$ cat config.mk
export PLATFORM = sky130hd
export DESIGN_NAME = led_fade_pwm_flat
export DESIGN_NICKNAME = d
export VERILOG_FILES = /design/src/rtl/led_fade_pwm_if.sv /design/src/rtl/led_fade_pwm.sv /design/src/flat_wrapper.sv
export SDC_FILE = /design/constraint.sdc
export NUM_CORES = 1
export LEC_CHECK = 0
export ABC_CLOCK_PERIOD_IN_PS = 3200
export BUFFER_PORTS_ARGS = -buffer_cell sky130_fd_sc_hd__buf_2
export CORE_MARGIN = 5
export CORE_UTILIZATION = 60
export DETAILED_ROUTE_END_ITERATION = 16
export HOLD_SLACK_MARGIN = 0.05
export PLACE_DENSITY_LB_ADDON = 0.25
export SLEW_MARGIN = 20
export SYNTH_ARGS = -nofsm -noshare
export SYNTH_HDL_FRONTEND = slang
export SYNTH_SLANG_ARGS = --single-unit
$ cat constraint.sdc
create_clock -name i_Clock -period 3.2 [get_ports i_Clock]
set_input_delay 0 -clock i_Clock [delete_from_list [all_inputs] [get_ports i_Clock]]
set_output_delay 0 -clock i_Clock [all_outputs]
set_load 0.05 [all_outputs]
$ cat src/rtl/led_fade_pwm_if.sv
`default_nettype none
// +--------------------------------------------------------------------------+
// | Module   : led_fade_pwm_if                                               |
// | Purpose  : Bundles the four LED on/off requests coming from the blinker  |
// |            and the four PWM-dimmed LED drives plus the busy flag.        |
// | Signals  : i_LED_1..4  on/off request per channel (blinker -> fader)     |
// |            o_LED_1..4  PWM-dimmed LED drive per channel (fader -> pins)  |
// |            o_Busy      high while any channel is still fading            |
// | Modports : master (blinker side), slave (fader side)                     |
// | Revision : 1.0  initial release                                          |
// +--------------------------------------------------------------------------+
interface led_fade_pwm_if;
   logic i_LED_1;
   logic i_LED_2;
   logic i_LED_3;
   logic i_LED_4;
   logic o_LED_1;
   logic o_LED_2;
   logic o_LED_3;
   logic o_LED_4;
   logic o_Busy;

   modport master (
      output i_LED_1, i_LED_2, i_LED_3, i_LED_4,
      input  o_LED_1, o_LED_2, o_LED_3, o_LED_4, o_Busy
   );

   modport slave (
      input  i_LED_1, i_LED_2, i_LED_3, i_LED_4,
      output o_LED_1, o_LED_2, o_LED_3, o_LED_4, o_Busy
   );
endinterface
`default_nettype wire

$ cat src/rtl/led_fade_pwm.sv
`default_nettype none
// +--------------------------------------------------------------------------+
// | Module   : led_fade_pwm                                                  |
// | Purpose  : Output stage for the LED blinker. Each of four on/off         |
// |            requests ramps an 8-bit (PWM_BITS) duty up or down one step   |
// |            every STEP_CLKS clocks, and the duty drives a PWM output so   |
// |            the LEDs fade instead of switching hard.                      |
// | Ports    : i_Clock  system clock                                         |
// |            i_Reset  synchronous reset, active-high                       |
// |            bus      led_fade_pwm_if.slave: requests in, LED drives and   |
// |                     busy flag out                                        |
// | Params   : PWM_BITS   PWM counter / duty width, period 2^PWM_BITS clocks |
// |            STEP_CLKS  clocks between duty steps                          |
// | Revision : 1.0  initial release                                          |
// +--------------------------------------------------------------------------+
module led_fade_pwm #(
   parameter int PWM_BITS  = 8,
   parameter int STEP_CLKS = 48828
) (
   input  wire logic     i_Clock,
   input  wire logic     i_Reset,
   led_fade_pwm_if.slave bus
);

   localparam int                     c_CHANNELS  = 4;
   localparam logic [PWM_BITS-1:0]    c_MAX       = '1;
   localparam logic [PWM_BITS-1:0]    c_DUTY_ONE  = PWM_BITS'(1);
   localparam int                     c_PRE_W     = (STEP_CLKS > 1) ? $clog2(STEP_CLKS) : 1;
   localparam logic [c_PRE_W-1:0]     c_PRE_LAST  = c_PRE_W'(STEP_CLKS - 1);
   localparam logic [c_PRE_W-1:0]     c_PRE_ONE   = c_PRE_W'(1);

   logic [PWM_BITS-1:0]   r_pwm_count;
   logic [c_PRE_W-1:0]    r_prescale;
   logic                  r_busy;
   logic                  w_step;
   logic                  w_wrap;
   logic [c_CHANNELS-1:0] w_req;
   logic [c_CHANNELS-1:0] w_led;
   logic [c_CHANNELS-1:0] w_off_target;

   assign w_req  = {bus.i_LED_4, bus.i_LED_3, bus.i_LED_2, bus.i_LED_1};
   assign w_step = (r_prescale == c_PRE_LAST);
   assign w_wrap = (r_pwm_count == c_MAX);

   // Shared free-running PWM counter; natural overflow gives the MAX->0 wrap.
   always_ff @(posedge i_Clock) begin
      if (i_Reset) begin
         r_pwm_count <= '0;
      end else begin
         r_pwm_count <= r_pwm_count + c_DUTY_ONE;
      end
   end

   // Shared step prescaler, independent of the PWM counter.
   always_ff @(posedge i_Clock) begin
      if (i_Reset) begin
         r_prescale <= '0;
      end else if (w_step) begin
         r_prescale <= '0;
      end else begin
         r_prescale <= r_prescale + c_PRE_ONE;
      end
   end

   for (genvar g = 0; g < c_CHANNELS; g++) begin : g_channel
      logic [PWM_BITS-1:0] r_duty;    // target duty, ramps one step per strobe
      logic [PWM_BITS-1:0] r_active;  // shadow duty, only changes on the wrap
      logic                r_led;

      always_ff @(posedge i_Clock) begin
         if (i_Reset) begin
            r_duty   <= '0;
            r_active <= '0;
            r_led    <= 1'b0;
         end else begin
            // Saturating ramp; a reversed request simply turns the ramp
            // around from wherever the duty currently is.
            if (w_step) begin
               if (w_req[g]) begin
                  if (r_duty != c_MAX) begin
                     r_duty <= r_duty + c_DUTY_ONE;
                  end
               end else if (r_duty != '0) begin
                  r_duty <= r_duty - c_DUTY_ONE;
               end
            end
            // Loading on the wrap keeps every PWM period glitch-free; when a
            // step coincides with the wrap the pre-step duty is captured.
            if (w_wrap) begin
               r_active <= r_duty;
            end
            // Full duty must be solid on, which count < MAX alone misses.
            r_led <= (r_active == c_MAX) || (r_pwm_count < r_active);
         end
      end

      assign w_led[g]        = r_led;
      assign w_off_target[g] = w_req[g] ? (r_duty != c_MAX) : (r_duty != '0);
   end

   always_ff @(posedge i_Clock) begin
      if (i_Reset) begin
         r_busy <= 1'b0;
      end else begin
         r_busy <= |w_off_target;
      end
   end

   assign bus.o_LED_1 = w_led[0];
   assign bus.o_LED_2 = w_led[1];
   assign bus.o_LED_3 = w_led[2];
   assign bus.o_LED_4 = w_led[3];
   assign bus.o_Busy  = r_busy;

endmodule
`default_nettype wire

$ cat src/flat_wrapper.sv
// flat-port wrapper written by rule: the top's interface ports become plain ports
module led_fade_pwm_flat 
#(
   parameter int PWM_BITS  = 8,
   parameter int STEP_CLKS = 48828
)
  (i_Clock, i_Reset, bus_i_LED_1, bus_i_LED_2, bus_i_LED_3, bus_i_LED_4, bus_o_LED_1, bus_o_LED_2, bus_o_LED_3, bus_o_LED_4, bus_o_Busy);
  led_fade_pwm_if bus_i ();
  input  wire logic i_Clock;
  input  wire logic i_Reset;
  input wire logic [$bits(bus_i.i_LED_1)-1:0] bus_i_LED_1;
  input wire logic [$bits(bus_i.i_LED_2)-1:0] bus_i_LED_2;
  input wire logic [$bits(bus_i.i_LED_3)-1:0] bus_i_LED_3;
  input wire logic [$bits(bus_i.i_LED_4)-1:0] bus_i_LED_4;
  output wire logic [$bits(bus_i.o_LED_1)-1:0] bus_o_LED_1;
  output wire logic [$bits(bus_i.o_LED_2)-1:0] bus_o_LED_2;
  output wire logic [$bits(bus_i.o_LED_3)-1:0] bus_o_LED_3;
  output wire logic [$bits(bus_i.o_LED_4)-1:0] bus_o_LED_4;
  output wire logic [$bits(bus_i.o_Busy)-1:0] bus_o_Busy;
  assign bus_i.i_LED_1 = bus_i_LED_1;
  assign bus_i.i_LED_2 = bus_i_LED_2;
  assign bus_i.i_LED_3 = bus_i_LED_3;
  assign bus_i.i_LED_4 = bus_i_LED_4;
  assign bus_o_LED_1 = bus_i.o_LED_1;
  assign bus_o_LED_2 = bus_i.o_LED_2;
  assign bus_o_LED_3 = bus_i.o_LED_3;
  assign bus_o_LED_4 = bus_i.o_LED_4;
  assign bus_o_Busy = bus_i.o_Busy;
  led_fade_pwm #(.PWM_BITS(PWM_BITS), .STEP_CLKS(STEP_CLKS)) u_core (.i_Clock(i_Clock), .i_Reset(i_Reset), .bus(bus_i));
endmodule
### After elaboration in Yosys (flattened, before gate mapping)

Index checks and enable logic that the tools add are counted.

| operators by class | value |
|---|---|
| add/subtract/negate cells | 10 |
| $lt $le $gt $ge | 4 |
| eq/ne operators | 14 |
| multiplexer cells | 16 |
| reduce and logical (&&, ||, !) cells | 18 |

Operators with widths:

| cell | number |
|---|---|
| $mux W8 | 12 |
| $add A8 B1 Y8 const B | 5 |
| $eq A8 B8 Y1 const B | 5 |
| $lt A8 B8 Y1 | 4 |
| $ne A8 B8 Y1 const B | 4 |
| $reduce_bool A8 Y1 | 4 |
| $sub A8 B1 Y8 const B | 4 |
| $add A16 B1 Y16 const B | 1 |
| $eq A16 B16 Y1 const B | 1 |
| $reduce_and A3 Y1 | 4 |
| $ne A2 B1 Y1 const B | 4 |
| $reduce_bool A2 Y1 | 4 |
| $logic_or A1 B1 Y1 | 4 |
| $mux W1 | 4 |
| $reduce_or A4 Y1 | 1 |
| $reduce_or A2 Y1 | 1 |

| word-level totals | value |
|---|---|
| bits in registers | 93 |
| bits of input ports | 6 |
| output and inout bits | 5 |

### Longest topological paths before layout

Gate-level depths: netlist of run 1.

| depth | value |
|---|---|
| word-level depth | 3 |
| depth in mapped cells | 8 |

### Worst setup path before layout of run 1

No wires, ideal clock.

| path | value |
|---|---|
| path kind | register to register |
| start | register u_core.g_channel[1].r_duty[1] |
| end | register u_core.g_channel[1].r_duty[7] |
| library setup time | 0.121 ns |
| arrival time | 1.810 ns |
| data required time | 3.079 ns |
| slack | 1.269 ns |
| cell stages (with the launch flop) | 7 |
| path buffers | 0 |
| cells stage by stage | dfxtp_1 > ha_1 > a211oi_1 > o21ai_0 > a311oi_1 > o211a_1 > mux2_2 |

| on the way | value |
|---|---|
| cells in the longest elaborated chain, start to end | 3 |
| elaborated cells between the ends (all ways) | 10 |
| classes of those cells | 2 x add/sub; 2 x eq/ne; 3 x mux; 3 x reduce/logical |

RTL lines:

| what | RTL line | text |
|---|---|---|
| start: declaration | led_fade_pwm.sv:66 | `logic [PWM_BITS-1:0] r_duty;` |
| start signal: assignment | led_fade_pwm.sv:81 | `r_duty <= r_duty + c_DUTY_ONE;` |
| start signal: assignment | led_fade_pwm.sv:84 | `r_duty <= r_duty - c_DUTY_ONE;` |
| $sub A8 B1 Y8, or another cell as far along | led_fade_pwm.sv:84 |  |
| $mux W8, or another cell as far along | led_fade_pwm.sv:83 | `end else if (r_duty != '0) begin` |
| $mux W8 or $reduce_and A3 Y1 (tied branches) | -- |  |

Several ways; a longest one is shown, not always the timed one. The select of a mux whose other input is x is not followed.
A chain may end at the register's enable or synchronous reset.

### Final worst setup path of run 1

| path | value |
|---|---|
| start | register u_core.r_prescale[0] |
| end | register u_core.g_channel[3].r_duty[7] |

| on the way | value |
|---|---|
| cells in the longest elaborated chain, start to end | 2 |

RTL lines:

| what | RTL line | text |
|---|---|---|
| start: declaration | led_fade_pwm.sv:33 | `logic [c_PRE_W-1:0] r_prescale;` |
| start signal: assignment | led_fade_pwm.sv:61 | `r_prescale <= r_prescale + c_PRE_ONE;` |
| $eq A16 B16 Y1 | led_fade_pwm.sv:42 | `assign w_step = (r_prescale == c_PRE_LAST);` |
| $reduce_and A3 Y1 (no line) | -- |  |
| end signal: assignment | led_fade_pwm.sv:81 |  |
| end signal: assignment | led_fade_pwm.sv:84 |  |
| end: declaration | led_fade_pwm.sv:66 |  |

No other way between the ends.

==> impl_metrics.csv, run 1 <==
group,metric,value,unit
power_and_ir_drop,ir_worst_vdd,0.2832,mV
power_and_ir_drop,share_seq_of_total_power,54.9,%
setup_path,timing.critical_path.max_delay_family,"simple AND/OR/NAND/NOR gates",
setup_path,timing.reg2reg.setup_slack,0.98,ns
finish,sequential_standard_cell_area,1862,µm²
global_routing,globalRouteOverflowTotal,0,
finish,flow.area_growth_from_synthesis,5.783,%
timing,finalSetupViolCount,0,
floorplan,design.die.area,11370,µm²
timing,layout_setup_ws,0.9754,ns
floorplan,design.portCount,11,
setup_path,slowest_stage,"sky130_fd_sc_hd__or4_1",
floorplan,initial_utilization,61.23,%
status,status,"complete, no violations",
clock_tree,cts.path.max_buffers,2,
setup_path,worst_setup_path_end_kind,"flop",
setup_path,max_stage_delay,0.65,ns
detailed_routing,post_detailed_route_wirelength_per_cell,14.59,µm
floorplan,dieHeight,106.6,µm
setup_path,timing.critical_path.arrival,2.52,ns
power_and_ir_drop,p_clk_share,36.6,%
global_routing,groute.usage.overall,21.42,%
synthesis,synth_cell_types,46,
detailed_routing,postRouteAntennaNets,0,
finish,multi_input_area,3492,µm²
floorplan,core_area,9153,µm²
synthesis,synthesis.nets,763,
synthesis,netlist_instances,699,
synthesis,synth_edf_count,0,
detailed_routing,drcViolationCount,0,
synthesis,syn_avg_cell_area,8.017,µm²
detailed_routing,num_vias,4843,
synthesis,synth.yosys.warnings,0,
global_routing,antenna_found_initial,0,
finish,layoutNonFillerInstCount,813,
min_path,hold_path.class,"in2reg",
finish,drive_above_1_share,5.840,%
setup_path,cp_data_required_time,3.49,ns
place,place_inst,797,
synthesis,seq_area_frac_synth,33.22,%
timing,final_hold_viol_count,0,
place,worst_case_setup_slack_after_placement,0.9617,ns
timing,setup_repair_after_global_routing_missed_its_margin,"no",
finish,count_of_antenna_diodes_in_the_layout,0,
global_routing,first_global_vias,4664,
clock_tree,clkLatencyLatePin,0.36,ns
power_and_ir_drop,power.combinational.fraction,8.5,%
floorplan,floorplan.rows,35,
synthesis,most_used_flip_flop_cell_after_synthesis,"sky130_fd_sc_hd__dfxtp_1",
timing,timing.slew.headroom,49.60,%
finish,num-fill-cells,786,
clock_tree,ctsResizeCount,0,
clock_tree,hold_buffers_post_cts,0,
detailed_routing,drt_iter0_markers,169,
clock_tree,postCtsSetupBuffers,0,
timing,fin_worst_skew,0.01240,ns
clock_tree,tritoncts,"yes",
power_and_ir_drop,powerDensity,362.5,nW/µm²
timing,timing.final.crit_period,2.225,ns
timing,fin_tns_setup,0,ns
global_routing,grt_start_max_net_pins,44,
clock_tree,clk_root_buffer_cell,"sky130_fd_sc_hd__clkbuf_8",
setup_path,criticalPathCategory,"reg2reg",
setup_path,crit_path_max_fanout,40,
power_and_ir_drop,switching_share,25.74,%
power_and_ir_drop,cellInternalPower,1.596,mW
detailed_routing,wirelength,11860,µm
finish,nNetsFinal,761,
timing,slew_violations,0,
synthesis,syn_area,5604,µm²
place,routabilityCongestion,0.8498,
power_and_ir_drop,total_switching_power,0.5533,mW
synthesis,ys_seq_elements,93,
timing,fmaxAchievable,449.5,MHz
power_and_ir_drop,leakagePower,2.202,nW
setup_path,critPathBufInv,0,
place,post-dp-hpwl,8541,µm
global_routing,first_pass_grt_wire_length,20420,µm
finish,layout.core_utilization,64.77,%
finish,mostFrequentLayoutCell,"sky130_fd_sc_hd__dfxtp_1",
run,drv.max_cap_violation_count,0,
clock_tree,htree_levels,3,
setup_path,cp_cell_sequence,"ha_1 -> nand2_1 -> nor3_2 -> nand4_4 -> or4_1 -> a21oi_1",
clock_tree,numClockSinks,93,
detailed_routing,drtPass1Iterations,4,
floorplan,die_width,106.6,µm
clock_tree,cts_inserted_buffers,9,
detailed_routing,vias_per_cell,5.957,
timing,worst-slew-pin-transition,0.7491,ns
timing,final_min_period_over_clock_period,69.52,%
synthesis,ys_async_sr_fraction,0,%
place,portBuffers,10,
clock_tree,clk_pin_slew_worst_paths,0.09,ns
setup_path,critical_path.startpoint_type,"flop",
finish,layout_common_cells,"sky130_fd_sc_hd__dfxtp_1 (93), sky130_fd_sc_hd__a21oi_1 (91), sky130_fd_sc_hd__nand2_1 (82)",
-- cells by family (layout without fill, tap and decap cells) --
| family | count (synthesis) | after routing | share of synthesized area [%] |
|---|---|---|---|
| buffers and inverters | 68 | 71 | 4.733 |
| muxes | 3 | 3 | 0.6028 |
| DFF | 93 | 93 | 33.22 |
| and+or+nand+nor | 238 | 238 | 20.88 |
| AOI/OAI and AO/OA | 206 | 206 | 21.92 |
| adders and majority gates | 58 | 58 | 13.49 |
| xor gates and xnor gates | 33 | 33 | 5.157 |
-- per-stage QoR --
stage               instance area (µm²)  hold slack (ns)  power [mW]
floorplan                          5604           0.3806       1.346
global placement                   5715           0.4302       1.380
detailed placement                 5715           0.4509       1.388
CTS                                5913           0.1850       2.159
global route                       5928           0.2185       2.228
finish                             5928           0.2055       2.149
-- cell usage after synthesis, types with 5 or more instances --
master | number | area (µm²)
sky130_fd_sc_hd__nor3_1 | 6 | 30.03
sky130_fd_sc_hd__o21ai_0 | 48 | 240.2
sky130_fd_sc_hd__and3_1 | 9 | 56.30
sky130_fd_sc_hd__nor4_1 | 6 | 37.54
sky130_fd_sc_hd__nor2_1 | 42 | 157.7
sky130_fd_sc_hd__nand4_1 | 10 | 62.56
sky130_fd_sc_hd__xor2_1 | 18 | 157.7
sky130_fd_sc_hd__xnor2_1 | 15 | 131.4
sky130_fd_sc_hd__clkbuf_1 | 25 | 93.84
sky130_fd_sc_hd__dfxtp_1 | 93 | 1862
sky130_fd_sc_hd__a21o_1 | 12 | 90.09
sky130_fd_sc_hd__o211ai_1 | 12 | 90.09
sky130_fd_sc_hd__ha_1 | 54 | 675.7
sky130_fd_sc_hd__o31ai_1 | 7 | 52.55
sky130_fd_sc_hd__a21oi_1 | 91 | 455.4
sky130_fd_sc_hd__o41ai_1 | 5 | 43.79
sky130_fd_sc_hd__a211oi_1 | 12 | 90.09
sky130_fd_sc_hd__nor2b_1 | 8 | 50.05
sky130_fd_sc_hd__nand3_1 | 42 | 210.2
sky130_fd_sc_hd__nand2_1 | 82 | 307.8
sky130_fd_sc_hd__inv_1 | 40 | 150.1
sky130_fd_sc_hd__nand2b_1 | 5 | 31.28
sky130_fd_sc_hd__or4_1 | 8 | 60.06
-- flip-flops by register name, indices dropped and copies added, names as in the netlist --
name,flops
u_core.g_channel.r_active,32
u_core.r_prescale,16
u_core.bus.o_LED_1,1
u_core.r_pwm_count,8
u_core.bus.o_LED_2,1
u_core.bus.o_LED_3,1
u_core.bus.o_Busy,1
u_core.g_channel.r_duty,32
u_core.bus.o_LED_4,1
-- path summary, 6_finish.rpt --
| kind | startpoint | to | depth (start not counted) |
|---|---|---|---|
| max | u_core.r_prescale[0] | u_core.g_channel[3].r_duty[7] | 6 |
| min | i_Reset | u_core.g_channel[0].r_active[1] | 2 |
| max reg2reg | u_core.r_prescale[0] | u_core.g_channel[3].r_duty[7] | 6 |
| min reg2reg | u_core.r_prescale[0] | u_core.r_prescale[0] | 1 |
-- power by group through the flow --
stage	logic, mW	registers (mW)	clock network, mW
floorplan	0.121	1.22	0
global placement	0.175	1.21	0
detailed placement	0.181	1.21	0
CTS	0.183	1.18	0.797
global route	0.207	1.18	0.841
finish	0.184	1.18	0.787
-- final cells by class --
type	instances	area share, %
multi-input cells	538	58.91
flip-flops and latches	93	31.41
inverters	40	2.533
well taps	111	2.343
clock buffers	9	2.089
repair buffers	15	1.477
clock inverters	7	1.245
-- routing by layer --
metal | vias to the layer above | wire length [µm] | global-route usage, %
met1 | 2237 | 5375 | 26.84
met4 | 0 | 180 | 6.667
met2 | 84 | 5767 | 37.32
met3 | 15 | 538 | 3.974
li1 | 2507 | - | -
met5 | - | 0 | 0
Note: power is estimated with default switching activity, not from simulation.
==> inputs of run 2 (changes only) <==
Settings changed: ABC_AREA from default to 1, ABC_CLOCK_PERIOD_IN_PS 3200 to 2000, CORE_UTILIZATION 60 to 58.
Clock period 3.2 ns to 2 ns, I/O delays scaled along.
==> impl_metrics.csv, run 2 <==
group,metric,value,unit
global_routing,globalRouteOverflowTotal,0,
detailed_routing,drtPass1Iterations,5,
detailed_routing,drt_iter0_markers,319,
timing,fin_worst_skew,0.01077,ns
place,portBuffers,10,
floorplan,die_width,114.1,µm
setup_path,crit_top_cell,"sky130_fd_sc_hd__nor2_1",
clock_tree,postCtsSetupBuffers,0,
synthesis,synth_edf_count,0,
timing,fin_tns_setup,0,ns
setup_path,timing.critical_path.max_delay_family,"simple AND/OR/NAND/NOR gates",
clock_tree,clkLatencyLatePin,0.37,ns
timing,fmaxAchievable,562.1,MHz
global_routing,first_global_vias,5118,
finish,drive_above_1_share,5.877,%
setup_path,slowest_stage,"sky130_fd_sc_hd__dfxtp_1",
finish,count_of_antenna_diodes_in_the_layout,0,
finish,layout.core_utilization,62.73,%
setup_path,critical_path.startpoint_type,"flop",
status,status,"complete, no violations",
global_routing,grt_start_max_net_pins,43,
synthesis,seq_area_frac_synth,29.62,%
synthesis,syn_area,6286,µm²
floorplan,initial_utilization,58.50,%
clock_tree,clk_pin_slew_worst_paths,0.09,ns
power_and_ir_drop,powerDensity,530.2,nW/µm²
global_routing,antenna_found_initial,0,
place,routabilityCongestion,0.8407,
detailed_routing,drcViolationCount,0,
setup_path,cp_cell_sequence,"ha_1 -> nand2_1 -> nor2_1 -> nand2_1 -> nor2_8 -> buf_4 -> nand3_4 -> nor2_1 -> nor2_1",
detailed_routing,postRouteAntennaNets,0,
setup_path,max_stage_delay,0.37,ns
timing,timing.slew.headroom,76.09,%
synthesis,synth.yosys.warnings,0,
clock_tree,clk_root_buffer_cell,"sky130_fd_sc_hd__clkbuf_8",
finish,largest_registers,"u_core.g_channel.r_active (32), u_core.g_channel.r_duty (32), u_core.r_prescale (16)",
setup_path,worst_setup_path_end_kind,"flop",
finish,flow.area_growth_from_synthesis,7.225,%
floorplan,design.portCount,11,
global_routing,first_pass_grt_wire_length,22260,µm
timing,slew_violations,0,
timing,finalSetupViolCount,0,
clock_tree,htree_levels,3,
floorplan,floorplan.rows,38,
finish,mostFrequentLayoutCell,"sky130_fd_sc_hd__nand2_1",
finish,layout_common_cells,"sky130_fd_sc_hd__nand2_1 (278), sky130_fd_sc_hd__nor2_1 (204), sky130_fd_sc_hd__inv_1 (150)",
place,place_inst,1144,
min_path,hold_path.class,"in2reg",
global_routing,global_route_track_usage_on_met3,4.281,%
global_routing,grt_busiest_layer,"met2",
clock_tree,cts.path.max_buffers,2,
clock_tree,tritoncts,"yes",
floorplan,dieHeight,114.1,µm
setup_path,criticalPathCategory,"reg2reg",
setup_path,crit_path_max_fanout,12,
synthesis,ys_seq_elements,93,
detailed_routing,post_detailed_route_wirelength_per_cell,10.60,µm
synthesis,synth_cell_types,32,
synthesis,syn_avg_cell_area,6.286,µm²
synthesis,most_used_flip_flop_cell_after_synthesis,"sky130_fd_sc_hd__dfxtp_1",
synthesis,post_synth_main_area_contributors,"sky130_fd_sc_hd__dfxtp_1 (30%), sky130_fd_sc_hd__nand2_1 (17%), sky130_fd_sc_hd__nor2_1 (12%), sky130_fd_sc_hd__ha_1 (11%), sky130_fd_sc_hd__inv_1 (9.0%)",
power_and_ir_drop,leakagePower,3.288,nW
finish,layoutNonFillerInstCount,1161,
setup_path,timing.critical_path.arrival,2.06,ns
timing,worst-slew-pin-transition,0.3564,ns
synthesis,synth_largest_type_area_fraction,29.62,%
timing,final_hold_viol_count,0,
timing,setup_repair_after_global_routing_missed_its_margin,"no",
floorplan,design.die.area,13020,µm²
synthesis,synth.largest_area_cell,"sky130_fd_sc_hd__dfxtp_1",
global_routing,grt_use_met2,34.97,%
run,drv.max_cap_violation_count,0,
synthesis,netlist_instances,1000,
synthesis,yosysMostFrequentCell,"sky130_fd_sc_hd__nand2_1",
detailed_routing,wirelength,12300,µm
synthesis,ys_async_sr_fraction,0,%
synthesis,synthesis.nets,1064,
finish,nNetsFinal,1080,
detailed_routing,num_vias,5658,
power_and_ir_drop,ir_worst_vdd,0.5735,mV
place,post-dp-hpwl,9601,µm
clock_tree,numClockSinks,93,
global_routing,groute.usage.overall,20.61,%
setup_path,cp_data_required_time,2.28,ns
power_and_ir_drop,finalPower,3.574,mW
timing,final_min_period_over_clock_period,88.95,%
floorplan,core_area,10750,µm²
global_routing,met1_usage_in_global_routing,27.04,%
detailed_routing,vias_per_cell,4.873,
setup_path,critPathBufInv,1,
timing,timing.final.crit_period,1.779,ns
synthesis,synth.cells.most_frequent,"sky130_fd_sc_hd__nand2_1 (278), sky130_fd_sc_hd__nor2_1 (204), sky130_fd_sc_hd__inv_1 (150)",
clock_tree,cts_inserted_buffers,9,
run 2: cell types whose count changed in the layout (fill, tap and decap cells not counted), moves of 9 or more:
cell	change
sky130_fd_sc_hd__nor2_1	+162
sky130_fd_sc_hd__xnor2_1	-11
sky130_fd_sc_hd__a211oi_1	-12
sky130_fd_sc_hd__nand3_1	+21
sky130_fd_sc_hd__nand2_1	+196
sky130_fd_sc_hd__o211ai_1	-12
sky130_fd_sc_hd__inv_1	+110
sky130_fd_sc_hd__o21ai_0	-10
sky130_fd_sc_hd__and3_1	-9
sky130_fd_sc_hd__a21o_1	-12
sky130_fd_sc_hd__a21oi_1	-57
sky130_fd_sc_hd__xor2_1	-14
run 2: cells by family after synthesis:
logic type	after synthesis	share of synthesized area, %
flops	93	29.62
fa+ha+maj	58	12.02
xor+xnor	8	1.115
compound gates	73	5.852
buf+inv	169	10.83
simple gates	599	40.57
run 2: worst reg2reg max path: stages, from the launching register on:
cell	delay, ns
sky130_fd_sc_hd__dfxtp_1	0.37
sky130_fd_sc_hd__ha_1	0.20
sky130_fd_sc_hd__nand2_1	0.10
sky130_fd_sc_hd__nor2_1	0.09
sky130_fd_sc_hd__nand2_1	0.13
sky130_fd_sc_hd__nor2_8	0.26
sky130_fd_sc_hd__buf_4	0.24
sky130_fd_sc_hd__nand3_4	0.11
sky130_fd_sc_hd__nor2_1	0.12
sky130_fd_sc_hd__nor2_1	0.05
run 2: routing by layer:
| layer | share of wire [%] | up-vias |
|---|---|---|
| li1 | - | 3133 |
| met1 | 50 | 2465 |
| met2 | 45 | 49 |
| met3 | 3.4 | 11 |
| met4 | 1.0 | 0 |
| met5 | 0 | - |
run 2: cell type report:
class                   instances  area, µm²
flip-flops and latches         93       1862
inverters                     152      573.1
fillers                      1065       4005
clock inverters                 4      53.80
well taps                     140      175.2
clock buffers                  12      165.2
multi-input cells             738       3744
repair buffers                 22      167.7
run 2: path summary, 6_finish.rpt:
path	startpoint	to	slack [ns]	cells after the start
worst max-delay path	u_core.r_prescale[0]	u_core.g_channel[1].r_duty[7]	0.22	9
worst max register to register	u_core.r_prescale[0]	u_core.g_channel[1].r_duty[7]	0.22	9
worst min-delay path	bus_i_LED_1	u_core.g_channel[0].r_duty[7]	0.16	8
worst min register to register	u_core.r_prescale[0]	u_core.r_prescale[0]	0.46	1
run 2: where the power goes:
group / internal, mW / switching, mW
clock: 0.684 / 0.670
sequential: 1.87 / 0.00843
combinational: 0.117 / 0.226
total: 2.67 / 0.904
run 2: stage by stage:
stage	setup slack, ns	cell area, µm²	hold WS (ns)
3_3_place_gp	0.3077	6511	0.3287
3_5_place_dp	0.2393	6511	0.3326
2_1_floorplan	0.4741	6286	0.2837
6_report	0.2211	6740	0.1643
5_1_grt	0.005132	6740	0.2068
4_1_cts	0.2008	6740	0.1487
run 2: timing repair:
item | 4_1_cts | 5_1_grt
endpoints found under the hold margin | 8 | 0
gates resized for setup | 0 | 0
hold buffers | 1 | 0
==> inputs of run 3 (changes only) <==
Settings changed: CORE_MARGIN 5 to default, PLACE_DENSITY from default to 0.73, PLACE_DENSITY_LB_ADDON 0.25 to default.
==> impl_metrics.csv, run 3 (synthesis gave the netlist of run 2 again) <==
group,metric,value,unit
setup_path,timing.critical_path.arrival,1.96,ns
timing,slew_violations,0,
clock_tree,htree_levels,3,
place,routabilityCongestion,0.8123,
clock_tree,clkLatencyLatePin,0.38,ns
min_path,hold_path.class,"in2reg",
place,place_inst,1140,
setup_path,cp_cell_sequence,"ha_1 -> nand2_1 -> nor2_1 -> nand2_1 -> nor2_8 -> buf_12 -> nand3_2 -> nor2_1 -> nor2_1",
timing,fin_worst_skew,0.01101,ns
timing,finalSetupViolCount,0,
clock_tree,cts.path.max_buffers,2,
clock_tree,clk_root_buffer_cell,"sky130_fd_sc_hd__clkbuf_8",
detailed_routing,drt_iter0_markers,185,
min_path,min_path_cells,7,
min_path,whs_endpoint,"u_core.g_channel[2].r_duty[7]",
power_and_ir_drop,leakagePower,3.272,nW
place,post-dp-hpwl,9655,µm
detailed_routing,drtPass1Iterations,7,
setup_path,critPathBufInv,1,
power_and_ir_drop,ir_worst_vdd,0.3693,mV
setup_path,timing.rr.end,"u_core.g_channel[3].r_duty[5]",
detailed_routing,wirelength,12630,µm
floorplan,die_width,106.1,µm
finish,drive_above_1_share,5.877,%
setup_path,critical_path.startpoint_type,"flop",
clock_tree,tritoncts,"yes",
finish,count_of_antenna_diodes_in_the_layout,0,
global_routing,first_global_vias,5147,
timing,timing.final.crit_period,1.671,ns
clock_tree,cts_inserted_buffers,9,
detailed_routing,postRouteAntennaNets,0,
timing,setup_repair_after_global_routing_missed_its_margin,"no",
status,status,"complete, no violations",
timing,fin_tns_setup,0,ns
setup_path,slowest_stage,"sky130_fd_sc_hd__dfxtp_1",
setup_path,criticalPathCategory,"reg2reg",
power_and_ir_drop,finalPower,3.457,mW
setup_path,worst_setup_path_end_kind,"flop",
run,drv.max_cap_violation_count,0,
detailed_routing,drcViolationCount,0,
floorplan,dieHeight,106.1,µm
finish,layout_common_cells,"sky130_fd_sc_hd__nand2_1 (278), sky130_fd_sc_hd__nor2_1 (204), sky130_fd_sc_hd__inv_1 (150)",
timing,fmaxAchievable,598.4,MHz
setup_path,critical_path.reg2reg.startpoint,"u_core.r_prescale[0]",
timing,final_min_period_over_clock_period,83.56,%
min_path,hold_path_startpoint,"bus_i_LED_3",
power_and_ir_drop,powerDensity,516.3,nW/µm²
floorplan,design.portCount,11,
detailed_routing,post_detailed_route_wirelength_per_cell,10.92,µm
global_routing,grt_start_max_net_pins,32,
finish,mostFrequentLayoutCell,"sky130_fd_sc_hd__nand2_1",
timing,timing.slew.headroom,75.91,%
setup_path,critical_path_cell_count,9,
finish,flow.area_growth_from_synthesis,6.509,%
floorplan,floorplan.rows,37,
global_routing,antenna_found_initial,0,
detailed_routing,vias_per_cell,4.869,
finish,nNetsFinal,1080,
floorplan,design.die.area,11260,µm²
setup_path,cp_data_required_time,2.28,ns
setup_path,max_stage_delay,0.36,ns
floorplan,initial_utilization,60.35,%
setup_path,setup.worst_path.start,"u_core.r_prescale[0]",
floorplan,core_area,10420,µm²
place,portBuffers,10,
clock_tree,clk_pin_slew_worst_paths,0.09,ns
finish,largest_registers,"u_core.g_channel.r_active (32), u_core.g_channel.r_duty (32), u_core.r_prescale (16)",
detailed_routing,num_vias,5633,
clock_tree,numClockSinks,93,
timing,worst-slew-pin-transition,0.3609,ns
setup_path,timing.critical_path.max_delay_family,"simple AND/OR/NAND/NOR gates",
timing,final_hold_viol_count,0,
finish,layoutNonFillerInstCount,1157,
setup_path,timing.reg2reg.setup_slack,0.33,ns
global_routing,groute.usage.overall,24.78,%
setup_path,worst_r2r_path_depth,9,
setup_path,crit_top_cell,"sky130_fd_sc_hd__nor2_1",
clock_tree,postCtsSetupBuffers,0,
global_routing,first_pass_grt_wire_length,22630,µm
setup_path,crit_path_max_fanout,16,
global_routing,globalRouteOverflowTotal,0,
==> run 3: worst min-delay path, cell delays in order <==
cell and delay [ns]:
sky130_fd_sc_hd__buf_2 0.10, sky130_fd_sc_hd__nand2_1 0.06, sky130_fd_sc_hd__nand2_1 0.08, sky130_fd_sc_hd__nand3_1 0.07, sky130_fd_sc_hd__nand2_1 0.07, sky130_fd_sc_hd__nor2_1 0.04, sky130_fd_sc_hd__nor2_1 0.08
==> run 3: layout make-up <==
class | instances | area, µm²
Fill cell | 1028 | 3721
Sequential cell | 93 | 1862
Multi-Input combinational cell | 738 | 3744
Inverter | 152 | 573.1
Tap cell | 136 | 170.2
Clock inverter | 6 | 63.81
Clock buffer | 10 | 127.6
Timing Repair Buffer | 22 | 155.1
==> run 3: how the worst max path moves through the flow <==
stage,to,slack [ns]
6_report,u_core.g_channel[3].r_duty[5],0.33
5_1_grt,u_core.g_channel[3].r_duty[5],0.11
4_1_cts,u_core.g_channel[3].r_duty[5],0.31
3_5_place_dp,u_core.g_channel[3].r_duty[5],0.32
3_3_place_gp,u_core.g_channel[3].r_duty[7],0.38
2_1_floorplan,u_core.g_channel[2].r_active[1],0.47
==> run 3: what timing repair did <==
| item | 4_1_cts | 5_1_grt |
|---|---|---|
| resized for setup | 0 | 0 |
| endpoints found under the setup margin | 0 | 0 |
| endpoints found under the hold margin | 8 | 0 |
| hold buffers | 1 | 0 |
==> run 3: layer usage <==
metal	wire (µm)	track usage (%)	vias to the layer above
li1	-	-	3133
met5	0	0	-
met3	293	3.863	11
met2	5428	40.45	48
met1	6743	33.45	2441
met4	165	7.738	0
==> run 3: stage by stage <==
step / instance area (µm²) / utilization [%] / worst slack (ns) / hold WS (ns)
2_1_floorplan: 6286 / - / 0.4741 / 0.2837
3_3_place_gp: 6494 / 62.34 / 0.3830 / 0.3203
3_5_place_dp: 6494 / 62.34 / 0.3235 / 0.3063
4_1_cts: 6695 / 64.28 / 0.3097 / 0.1494
5_1_grt: 6695 / 64.28 / 0.1076 / 0.2086
6_report: 6695 / 64.28 / 0.3288 / 0.1540
==> run 3: power breakdown <==
| group | switching, mW | internal [mW] | leakage (nW) |
|---|---|---|---|
| combinational | 0.222 | 0.113 | 2.43 |
| sequential | 0.00824 | 1.87 | 0.751 |
| clock | 0.670 | 0.575 | 0.0923 |
